===== config.mk =====
export PLATFORM = sky130hd
export DESIGN_NAME = dmem_arbiter
export DESIGN_NICKNAME = d
export VERILOG_FILES = /design/src/rtl/dmem_arb_pkg.sv /design/src/rtl/dmem_arbiter_rr_arb2.sv /design/src/rtl/dmem_arbiter.sv
export SDC_FILE = /design/constraint.sdc
export NUM_CORES = 1
export LEC_CHECK = 0
export CAP_MARGIN = 20
export CORE_MARGIN = 2
export CORE_UTILIZATION = 44
export DETAILED_ROUTE_END_ITERATION = 6
export PLACE_DENSITY = 0.83
export SLEW_MARGIN = 20
export SYNTH_ARGS = -nofsm -noshare
export SYNTH_HDL_FRONTEND = slang
export SYNTH_SLANG_ARGS = --single-unit

===== constraint.sdc =====
create_clock -name clk_i -period 3.5 [get_ports clk_i]
set_clock_uncertainty 0.05 [all_clocks]
set_input_delay 0.525 -clock clk_i [delete_from_list [all_inputs] [get_ports clk_i]]
set_output_delay 0.525 -clock clk_i [all_outputs]
set_load 0.005 [all_outputs]

===== src/rtl/dmem_arb_pkg.sv =====
// Shared types and constants for the data-memory arbiter.
// State encoding, requester ids and access counter sizing.
package dmem_arb_pkg;

    typedef enum logic [1:0] {
        ST_IDLE,
        ST_ACCESS,
        ST_DONE
    } state_e;

    localparam logic REQ_CPU = 1'b0;
    localparam logic REQ_DBG = 1'b1;

    localparam int MEM_LAT_MAX = 4;
    localparam int CNT_W       = $clog2(MEM_LAT_MAX);

endpackage


===== src/rtl/dmem_arbiter_rr_arb2.sv =====
// Two-way round-robin picker with a registered last-grant id.
// Ports: clk_i/rst_i, req_i[1:0], grant_en_i -> gnt_o[1:0] (one-hot), last_o.
module rr_arb2
    import dmem_arb_pkg::*;
(
    input  logic       clk_i,
    input  logic       rst_i,
    input  logic [1:0] req_i,
    input  logic       grant_en_i,
    output logic [1:0] gnt_o,
    output logic       last_o
);

    logic last_q;
    logic last_d;

    // On a tie the requester that was not granted last wins.
    always_comb begin
        gnt_o = 2'b00;
        unique case (req_i)
            2'b01:   gnt_o = 2'b01;
            2'b10:   gnt_o = 2'b10;
            2'b11:   gnt_o = (last_q == REQ_DBG) ? 2'b01 : 2'b10;
            default: gnt_o = 2'b00;
        endcase
    end

    always_comb begin
        last_d = last_q;
        if (grant_en_i && (gnt_o != 2'b00)) begin
            last_d = gnt_o[1] ? REQ_DBG : REQ_CPU;
        end
    end

    // Reset to the debug id so the CPU takes the first tie.
    always_ff @(posedge clk_i) begin
        if (rst_i) begin
            last_q <= REQ_DBG;
        end else begin
            last_q <= last_d;
        end
    end

    assign last_o = last_q;

endmodule


===== src/rtl/dmem_arbiter.sv =====
// Arbitrates the single-ported data memory between the CPU and a debug/DMA
// port: round-robin grant, fixed-latency access, done pulse, CPU stall.
// Ports: clk_i, rst_i; cpu_* and dbg_* request sets (req/we/addr/wdata in,
//        rdata/done out); cpu_stall_o; mem_en/we/addr/wdata out, mem_rdata_i.
module dmem_arbiter
    import dmem_arb_pkg::*;
#(
    parameter int unsigned MEM_LAT = 1,
    parameter int unsigned ADDR_W  = 32,
    parameter int unsigned DATA_W  = 32
) (
    input  logic              clk_i,
    input  logic              rst_i,

    input  logic              cpu_req_i,
    input  logic              cpu_we_i,
    input  logic [ADDR_W-1:0] cpu_addr_i,
    input  logic [DATA_W-1:0] cpu_wdata_i,
    output logic [DATA_W-1:0] cpu_rdata_o,
    output logic              cpu_done_o,
    output logic              cpu_stall_o,

    input  logic              dbg_req_i,
    input  logic              dbg_we_i,
    input  logic [ADDR_W-1:0] dbg_addr_i,
    input  logic [DATA_W-1:0] dbg_wdata_i,
    output logic [DATA_W-1:0] dbg_rdata_o,
    output logic              dbg_done_o,

    output logic              mem_en_o,
    output logic              mem_we_o,
    output logic [ADDR_W-1:0] mem_addr_o,
    output logic [DATA_W-1:0] mem_wdata_o,
    input  logic [DATA_W-1:0] mem_rdata_i
);

    localparam logic [CNT_W-1:0] CNT_LAST = CNT_W'(MEM_LAT - 1);

    state_e            state_q,     state_d;
    logic [CNT_W-1:0]  cnt_q,       cnt_d;
    logic              we_q,        we_d;
    logic [ADDR_W-1:0] addr_q,      addr_d;
    logic [DATA_W-1:0] wdata_q,     wdata_d;
    logic [DATA_W-1:0] cpu_rdata_q, cpu_rdata_d;
    logic [DATA_W-1:0] dbg_rdata_q, dbg_rdata_d;

    logic [1:0] gnt;
    logic       grant_en;
    logic       win_id;
    logic       unused_addr_lo;

    assign grant_en = (state_q == ST_IDLE) && (cpu_req_i || dbg_req_i);

    // The picker's last-grant register doubles as the latched winner id,
    // since it is loaded on the same edge that starts the access.
    rr_arb2 u_rr_arb2 (
        .clk_i      (clk_i),
        .rst_i      (rst_i),
        .req_i      ({dbg_req_i, cpu_req_i}),
        .grant_en_i (grant_en),
        .gnt_o      (gnt),
        .last_o     (win_id)
    );

    always_comb begin
        state_d     = state_q;
        cnt_d       = cnt_q;
        we_d        = we_q;
        addr_d      = addr_q;
        wdata_d     = wdata_q;
        cpu_rdata_d = cpu_rdata_q;
        dbg_rdata_d = dbg_rdata_q;
        unique case (state_q)
            ST_IDLE: begin
                if (grant_en) begin
                    we_d    = gnt[1] ? dbg_we_i    : cpu_we_i;
                    addr_d  = gnt[1] ? dbg_addr_i  : cpu_addr_i;
                    wdata_d = gnt[1] ? dbg_wdata_i : cpu_wdata_i;
                    cnt_d   = '0;
                    state_d = ST_ACCESS;
                end
            end
            ST_ACCESS: begin
                cnt_d = cnt_q + 1'b1;
                if (cnt_q == CNT_LAST) begin
                    cnt_d   = '0;
                    state_d = ST_DONE;
                    if (!we_q) begin
                        if (win_id == REQ_DBG) begin
                            dbg_rdata_d = mem_rdata_i;
                        end else begin
                            cpu_rdata_d = mem_rdata_i;
                        end
                    end
                end
            end
            ST_DONE: begin
                state_d = ST_IDLE;
            end
            default: begin
                state_d = ST_IDLE;
            end
        endcase
    end

    always_ff @(posedge clk_i) begin
        if (rst_i) begin
            state_q     <= ST_IDLE;
            cnt_q       <= '0;
            we_q        <= 1'b0;
            addr_q      <= '0;
            wdata_q     <= '0;
            cpu_rdata_q <= '0;
            dbg_rdata_q <= '0;
        end else begin
            state_q     <= state_d;
            cnt_q       <= cnt_d;
            we_q        <= we_d;
            addr_q      <= addr_d;
            wdata_q     <= wdata_d;
            cpu_rdata_q <= cpu_rdata_d;
            dbg_rdata_q <= dbg_rdata_d;
        end
    end

    // Byte offset is dropped; the memory is word addressed.
    assign unused_addr_lo = ^addr_q[1:0];

    assign mem_en_o    = (state_q == ST_ACCESS);
    assign mem_we_o    = mem_en_o && we_q;
    assign mem_addr_o  = {addr_q[ADDR_W-1:2], 2'b00};
    assign mem_wdata_o = wdata_q;

    assign cpu_done_o  = (state_q == ST_DONE) && (win_id == REQ_CPU);
    assign dbg_done_o  = (state_q == ST_DONE) && (win_id == REQ_DBG);
    assign cpu_rdata_o = cpu_rdata_q;
    assign dbg_rdata_o = dbg_rdata_q;

    // Low in the done cycle so the CPU commits on that edge.
    assign cpu_stall_o = cpu_req_i && !cpu_done_o;

endmodule


Yosys cells after proc, flatten, opt, wreduce, memory -nomap -nowiden
Index checks and enable logic that the tools add are counted.
{"block": "totals", "register_bits": 134, "out_inout_bits": 133}
{"block": "op_classes", "addsub": 1, "n_eq_ne": 7, "muxes": 12, "n_bitwise": 2, "reduce_logical": 17}
{"operator": "$mux W32", "n": 2}
{"operator": "$mux W2", "n": 5}
{"operator": "$pmux W2 S2", "n": 2}
{"operator": "$reduce_and A4 Y1", "n": 2}
{"operator": "$eq A2 B2 Y1 const B", "n": 3}
{"operator": "$logic_and A1 B1 Y1", "n": 6}
{"operator": "$pmux W2 S3", "n": 1}
{"operator": "$reduce_and A2 Y1", "n": 3}
{"operator": "$eq A2 B1 Y1 const B", "n": 2}
{"operator": "$logic_not A2 Y1", "n": 2}
{"operator": "$ne A2 B1 Y1 const B", "n": 2}
{"operator": "$reduce_bool A2 Y1", "n": 2}
{"operator": "$add A2 B1 Y2 const B", "n": 1}
{"operator": "$mux W1", "n": 2}
{"operator": "$not A1 Y1", "n": 2}
{"operator": "$logic_not A1 Y1", "n": 1}
{"operator": "$logic_or A1 B1 Y1", "n": 1}

Depth between registers and ports, before layout
Gate-level depths: netlist of run 1.
{"block": "logic_depth", "depth_word": 4, "mapped_depth": 7, "mapped_depth_nobuf": 5}

Hierarchy
From an unflattened synthesis of run 1, not the netlist that was laid out.
{"block": "unflattened", "cells_unflattened": 566, "hier_area_um2": 5814.3}
{"mod": "dmem_arbiter", "n_inst": 1, "cells_per_inst": 559, "area_per_inst_um2": 5753.0, "seq_area_each_um2": 2622.5}
{"mod": "rr_arb2", "n_inst": 1, "cells_per_inst": 7, "area_per_inst_um2": 61.3, "seq_area_each_um2": 20.0}

Worst setup path after synthesis of run 1
OpenSTA, ideal clock, no wires.
{"block": "synth_timing", "path_type": "input to register", "start": "input port rst_i", "end": "register addr_q[10]", "setup_time_ns": 0.147, "t_arrival_ns": 1.393, "path_slack_ns": 1.910, "stages": 4, "path_buffers": 3, "path_cell_list": "buf_2 > clkbuf_1 > clkbuf_1 > a311oi_2"}
{"element": "start: declaration", "line": "dmem_arbiter.sv:13", "text": "input logic rst_i,"}
{"element": "end signal: assignment", "line": "dmem_arbiter.sv:119", "text": "addr_q <= addr_d;"}
{"element": "end: declaration", "line": "dmem_arbiter.sv:42", "text": "logic [ADDR_W-1:0] addr_q, addr_d;"}
No word-level cell between the ends.

Worst setup path in the final report of run 1
{"block": "layout_timing", "start": "register state_q[0]", "end": "output port mem_we_o"}
{"block": "layout_via", "elab_chain_len": 2}
{"element": "start: declaration", "line": "dmem_arbiter.sv:39", "text": "state_e state_q, state_d;"}
{"element": "start signal: assignment", "line": "dmem_arbiter.sv:116", "text": "state_q <= state_d;"}
{"element": "$eq A2 B1 Y1", "line": "dmem_arbiter.sv:129", "text": "assign mem_en_o = (state_q == ST_ACCESS);"}
{"element": "$logic_and A1 B1 Y1", "line": "dmem_arbiter.sv:130", "text": "assign mem_we_o = mem_en_o && we_q;"}
{"element": "end: declaration", "line": "dmem_arbiter.sv:31", "text": "output logic mem_we_o,"}
Every way passes these cells.

==> out/results.txt, run 1 <==
The synthesized design devotes to its leading area cell type 42.68% of total area. The switching component of the power was 0.001106 W; the synthesis-to-finish area growth was 55.46%. The number of sinks on the clock net is 132. The worst register-to-register path has a setup slack of 1.43 ns.

The final number of max-transition violations was 0; the detailed-route wire length per cell was 16.52 microns. The post-place instance area came out at 9091 sq um. For the static leakage, the log shows 3.608 nW. The tools report the pin count of the biggest net entering global routing as 117.

The total power density per cell area is 450.4 nW/um^2. The count of buffers added on input and output ports is 292. Derived from the worst setup path, the maximum achievable clock frequency is 384.6 MHz. Summing the areas of all compound-gate instances in the mapped netlist gives 21.26% of the synthesized area.

Counting flops with an async set or reset pin after synthesis yields a share of 0%. Setup repair after global routing left no endpoint under its margin. Type of origin of the critical path: a flip-flop.

Of the total synthesized cell area, the portion taken by full adders, half adders and majority gates is 0.4042%. Synthesis produced 640 cells. After Yosys synthesis, XOR and XNOR cells account for 0% of the synthesized area.

Once routing completed, OpenROAD measured the worst setup slack at 0.8996 ns. After routing the design area is 9624 sq um. Number of hold-slack violations in the final timing report: 0. The number of cell rows is 43, and the post-synthesis cell type count is 30. The combinational family with the most area after synthesis is compound AO/OA/AOI/OAI gates. The combinational power share was 22.8%. The critical path ends at mem_we_o. The die span in y was 122.6 microns; the number of nets with antenna violations after routing was 0.

Once the clock tree was built, the setup fixing pass inserted 0 buffers. The remaining design rule violation count was 0. Post-synthesis average cell area: 9.673 sq um. Counting the buffers created by CTS gives 17.

The tools report the core outline area as 13830 sq um. Registers are responsible for 39.3% of the overall power. The routed design has 18010 microns of wire.

The die span in x is 122.6 microns. The flow ran to the end, and the final reports show no timing, DRC or antenna violations. The tools report the cell at the root of the clock tree as clkbuf_16.

After synthesis, the cell types taking the most area are dfxtp_1 43%, a311oi_2 15%, mux2i_1 10%. For the count of maximum capacitance violations, the log shows 0. The tools report the initial antenna violation count as 1. The number of gates resized after CTS was 0. The switching share of power works out to 25.52%. The most common flop cell mapped by yosys was dfxtp_1. CTS built an H-tree with a depth of 4. The worst path in the final design needs a cycle of 2.600 ns, including I/O delays and setup. The share of the clock period used by the worst path was 74.30%; the share of layout cells above drive strength 1 was 11.22%.

Data arrives at the worst endpoint at 2.03 ns. Start of the worst register-to-register path: cnt_q[1]. Pin placement for this block handled 299 I/O pins. After layout, the design draws a total of 0.004335 W.

For the number of buffers inserted by hold repair at cts, the log shows 0. The run gives 37.9% as the clock share of power. The critical path start-end classification was flip-flop to output port. Global routing used 23.80% of the available tracks across all layers.

Routability-driven placement finished with a final weighted congestion of 0.7455. Measured in cells, the most critical reg-to-reg path has a length of 5. The first detailed-routing pass took 4 iterations. Tracing the worst setup path back leads to its startpoint at state_q[0]. The path class of the tightest hold or removal check is flip-flop to flip-flop. The endpoint class of the critical path was an output port. Post-synthesis cell area: 6191 sq um.

TritonCTS built the clock tree. The total negative slack was 0 ns. The initial utilization of the core area, before any placement, comes to 44.77%. During synthesis, Yosys emitted a total of 0 warnings.

In this run the worst path has a maximum fanout of 8. The tools report the overall via count from detail_route as 5563. Detail-routed via count per cell: 5.104.

In this run the tightest slew margin relative to its limit is 26.74%. For the via count of the first global-routing pass, the log shows 5444. Internal power summed over all cells: 0.003229 W.

Clock latency reported for the late side of the worst-skew pair: 0.42 ns. The floorplan step defined a die boundary enclosing 15040 sq um. The synthesized design contains 132 register bits. For the critical path data required time, the log shows 2.92 ns. Once layout is complete, the utilization of the core stands at 69.60%.

In this run the critical register-to-register path is captured at dbg_rdata_o[13]. The proportion of synthesized chip area in sequential cells came out at 42.68%. Yosys mapped a number of flops with a built-in enable equal to 0. Total number of nets in the final design: 1067. Detailed placement finished with a half-perimeter wire length of 12390 microns. After clock tree synthesis, the clock-pin slew on the worst setup and hold paths is 0.05 ns. Setup violations remaining at the end of the flow were counted as 0. The simple-gate share of the synthesized area came out at 19.06%. The run gives 2 as the maximum buffer depth of the clock tree.

Across the VDD grid, the largest voltage drop is 0.3668 mV. The residual overflow from global routing was 0; the share of cell area taken by muxes after synthesis was 10.35%. The largest total area in the synthesized netlist belongs to dfxtp_1.

The tools report the wire length of the first global-routing pass as 27460 microns. OpenSTA, run right after detailed placement, puts the worst setup slack at 0.9278 ns. The transition time at the pin with the least slew margin was 1.099 ns; the DRC violation total after the first TritonRoute iteration was 263.
[metrics by stage]
stage | hold WS (ns) | instances
after floorplan | 0.4150 | 641
after global placement | 0.4083 | 1060
after detailed placement | 0.4126 | 1060
after CTS | 0.4218 | 1089
after global routing | 0.4379 | 1089
final | 0.4184 | 1090
[layer usage]
layer	routed length (microns)	global-route usage (%)	vias up
met1	7222	26.92	2567
met3	1478	8.643	38
met2	8819	40.31	223
li1	-	-	2735
met5	0	0	-
met4	489	10.20	0
[power groups by stage]
stage | Clock, W | Combinational (W) | Sequential [W]
floorplan | 0 | 0.000485 | 0.00174
global route | 0.00174 | 0.00107 | 0.00172
detailed placement | 0 | 0.000994 | 0.00173
global placement | 0 | 0.000985 | 0.00173
CTS | 0.00168 | 0.000998 | 0.00170
finish | 0.00165 | 0.000987 | 0.00170
[cells by family after synthesis]
kind of cell               count (synthesis)
and+or+nand+nor                          239
AOI/OAI and AO/OA                        135
DFF                                      132
buffers and inverters                     67
muxes                                     64
adders and majority gates                  2
other                                      1
[worst min path at each step]
stage,cells past startpoint,slack (ns),from,to
5_1_grt,2,0.44,cpu_rdata_o[19],cpu_rdata_o[19]
3_5_place_dp,2,0.41,cpu_rdata_o[17],cpu_rdata_o[17]
2_1_floorplan,2,0.41,cpu_rdata_o[0],cpu_rdata_o[0]
4_1_cts,2,0.42,cpu_rdata_o[22],cpu_rdata_o[22]
3_3_place_gp,2,0.41,cpu_rdata_o[18],cpu_rdata_o[18]
6_report,2,0.42,cpu_rdata_o[24],cpu_rdata_o[24]
[worst max-delay path, stage by stage, from the launching register on]
cell,delay (ns)
dfxtp_1,0.43
nor2b_1,0.45
and2_1,0.20
clkdlybuf4s50_1,0.53
[registers in the layout (all words and copies together), names as in the netlist]
register	cells
state_q	2
we_q	1
mem_wdata_o	32
addr_q	30
dbg_rdata_o	32
cpu_rdata_o	32
cnt_q	2
u_rr_arb2.last_o	1
[synthesized netlist by cell type, types with 2 or more instances]
library cell    n
buf_4           7
buf_1           2
buf_2          17
nand2b_1       97
buf_6          11
dfxtp_1       132
a211o_1         2
nor3b_1         2
nand2_1       129
nor2b_1         2
a21oi_1        67
inv_1           3
ha_1            2
a311oi_1        3
a311oi_2       60
and2_1          2
clkbuf_1       26
mux2i_1        64
[cell usage in the layout, fill, tap and decap left out, drive strengths merged, types with 3 or more instances in the layout]
cell type	count
nand2b	97
nand2	129
a311oi	63
clkinv	3
dfxtp	132
buf	12
clkbuf	23
mux2i	64
inv	3
clkdlybuf4s50	291
a21oi	67
[area by class of cell]
class                   count  area (sq um)
fillers                  1123          4203
multi-input cells         442          3184
repair buffers            303          3028
flip-flops and latches    132          2643
clock buffers              23         447.9
well taps                 180         225.2
clock inverters             6         82.58
inverters                   3         11.26
diodes                      1         2.502
Power figures use the tool's default switching activity.
==> run 2, diff against run 1 <==
CORE_UTILIZATION = 37   (was 44)
PLACE_DENSITY = 0.74   (was 0.83)
clock period = 2.3 ns   (was 3.5 ns; I/O delays follow)
==> out/results.txt, run 2 (same netlist as run 1, synthesis figures left out) <==
The total negative slack was 0 ns (unchanged); the number of setup violations in the final report was 0 (unchanged). The critical path starts at state_q[0]. The library cells used most frequently in the layout, excluding fill and tap cells, are 291 x clkdlybuf4s50_1, 131 x dfxtp_1, 129 x nand2_1, 97 x nand2b_1, 67 x a21oi_1.

Commonest non-fill, non-tap cell in the layout: clkdlybuf4s50_1. The number of buffers created by CTS was 17 (unchanged); the count of maximum capacitance violations was 0 (unchanged). The run gives 0 (unchanged) as the number of nets with antenna violations after routing.

Transition time at the pin with the least slew margin: 0.6179 ns (-0.4811 ns). The share of layout cells above drive strength 1 is 12.76% (+1.5 points), and the total power density per cell area is 687.1 nW/um^2 (+53%). Critical path arrival: 1.73 ns (-0.30 ns). The DRC violation total after the first TritonRoute iteration is 186 (-29%), and the die span in x is 133.4 microns (+8.8%). The pre-CTS worst setup slack is 0.1106 ns (-0.8172 ns), and the number of hold-slack violations in the final timing report is 0 (unchanged). The initial antenna violation count is 0 (-1).

The overall die area is 17780 sq um (+18%), and the critical path data required time is 1.90 ns (-1.02 ns). Setup repair after global routing left no endpoint under its margin. The run gives 5539 (+1.7%) as the via count of the first global-routing pass.

The detail-routed via count per cell is 4.923 (-3.5%), and the combinational power share is 22.7% (about the same). For the pin count of the biggest net entering global routing, the log shows 64 (-45%). Static leakage: 3.674 nW (+1.9%).

STA classifies the critical path startpoint as a flip-flop. The remaining design rule violation count came out at 0 (unchanged). The run finished with clean final reports.

The relative slew slack came out at 58.81% (+32 points). The CTS H-tree depth is 4 (unchanged), and the clock period minus final worst setup slack is 2.124 ns. The count of input and output buffers was 292 (unchanged).

The weighted congestion reported at the end of routability-driven placement was 0.7707 (+3.4%). The setup slack of the most critical reg-to-reg path was 0.48 ns (-0.95 ns). For the worst path setup slack after routing, the log shows 0.1762 ns (-0.7234 ns).

The number of cell rows was 47 (+9.3%). The residual overflow from global routing was 0 (unchanged); the die span in y was 133.4 microns (+8.8%). The tools report the origin of the worst min-delay path as cpu_rdata_o[28]. For the core outline area, the log shows 16470 sq um (+19%). Dividing the final minimum period by the clock period gives 92.34%. The tools report the detailed-placement wirelength estimate as 12210 microns (-1.5%). The detailed-route wire length per cell is 15.94 microns (-3.5%), and the switching share of power is 27.05% (+1.5 points). The final wirelength is 18120 microns (+0.61%), and the overall via count from detail_route is 5597 (+0.61%). I/O pin count: 299 (unchanged).

The sequential power share is 38.3% (-1.0 points). The global-route usage over all layers is 20.35% (-3.5 points). The tools report the clock latency reported for the late side of the worst-skew pair as 0.41 ns (about the same). The class of the tightest hold or removal check is flip-flop to flip-flop. Derived from the worst setup path, the maximum achievable clock frequency is 470.9 MHz.

The tree is rooted in a clkbuf_16. For the clock share of power, the log shows 39.0% (+1.1 points). The number of sinks on the clock net came out at 132 (unchanged). The wire length of the first global-routing pass was 28900 microns (+5.3%); the number of detailed-route iterations in the first pass was 4 (unchanged). The switching component of the power was 0.001828 W (+65%); the antenna cell count was 0 (-1).

Compared with the post-synthesis result, the final layout area differs by 58.83%. For the initial standard-cell utilization of the core, the log shows 37.60% (-7.2 points). Maximum buffer depth of the clock tree: 2 (unchanged). The clock transition at the registers of the reported paths was 0.06 ns (about the same); the final number of max-transition violations was 0 (unchanged). TritonCTS built the clock tree. The tools report the endpoint class of the critical path as an output port.

The setup path with the least slack is of type flip-flop to output port. The number of buffers inserted by hold repair at cts is 0 (unchanged). The run gives 0.4960 mV (+35%) as the largest vdd supply drop.

The start of the worst register-to-register path was cnt_q[0]. Internal power summed over all cells: 0.004929 W (+53%). The top fanout value on the critical path is 7 (-1), and the total number of nets in the final design is 1072 (+0.47%).
[run 2: cell types whose count changed in the layout (fill, tap and decap cells not counted), sizes merged]
| cell | previous run | this run |
|---|---|---|
| buf | 12 | 17 |
| diode | 1 | 0 |
| clkbuf | 23 | 19 |
| bufinv | 2 | 1 |
| clkinv | 3 | 4 |
| inv | 3 | 7 |
| clkinvlp | 1 | 4 |
[run 2: critical path: stages, from the launching register on]
cell and delay (ns):
dfxtp_1 0.42, nor2b_1 0.20, buf_4 0.17, clkdlybuf4s50_1 0.53
[run 2: per-layer routing]
metal / vias to the layer above / global-route usage (%) / share of wire (%)
met2: 224 / 34.45 / 47
met5: - / 0 / 0
met1: 2597 / 24.10 / 43
li1: 2749 / - / -
met4: 0 / 6.915 / 1.7
met3: 27 / 7.002 / 8.1
[run 2: path summary, 6_finish.rpt]
path                            depth (start not counted)              end
worst max-delay path                                    3         mem_en_o
worst min-delay path                                    2  cpu_rdata_o[28]
worst min register to register                          2  cpu_rdata_o[28]
worst max register to register                          6  dbg_rdata_o[21]
[run 2: power by group through the flow]
stage               logic (W)  registers [W]  clock network, W
floorplan            0.000737        0.00264                 0
detailed placement    0.00154        0.00264                 0
CTS                   0.00154        0.00259           0.00270
global route          0.00165        0.00261           0.00280
finish                0.00153        0.00259           0.00264
global placement      0.00153        0.00263                 0
[run 2: cell type report]
class	instances	area, sq um
Fill cell	1447	6633
Multi-Input combinational cell	442	3184
Timing Repair Buffer	308	3141
Sequential cell	132	2644
Clock buffer	19	452.9
Tap cell	220	275.3
Clock inverter	13	125.1
Inverter	3	11.26
[run 2: per-stage QoR]
step	hold WS [ns]	utilization, %	instances	power [W]	cell area (sq um)
after detailed placement	0.4132	56.20	1105	0.004172	9254
after global routing	0.4418	59.72	1137	0.007066	9833
after CTS	0.4253	59.71	1137	0.006836	9832
after global placement	0.4080	56.20	1105	0.004159	9254
after floorplan	0.4150	-	641	0.003378	6195
final	0.4190	59.72	1137	0.006756	9833
[run 2: repair_timing]
item | 4_1_cts | 5_1_grt
resized for setup | 0 | 1
setup endpoints to repair | 0 | 1
setup buffers | 0 | 0
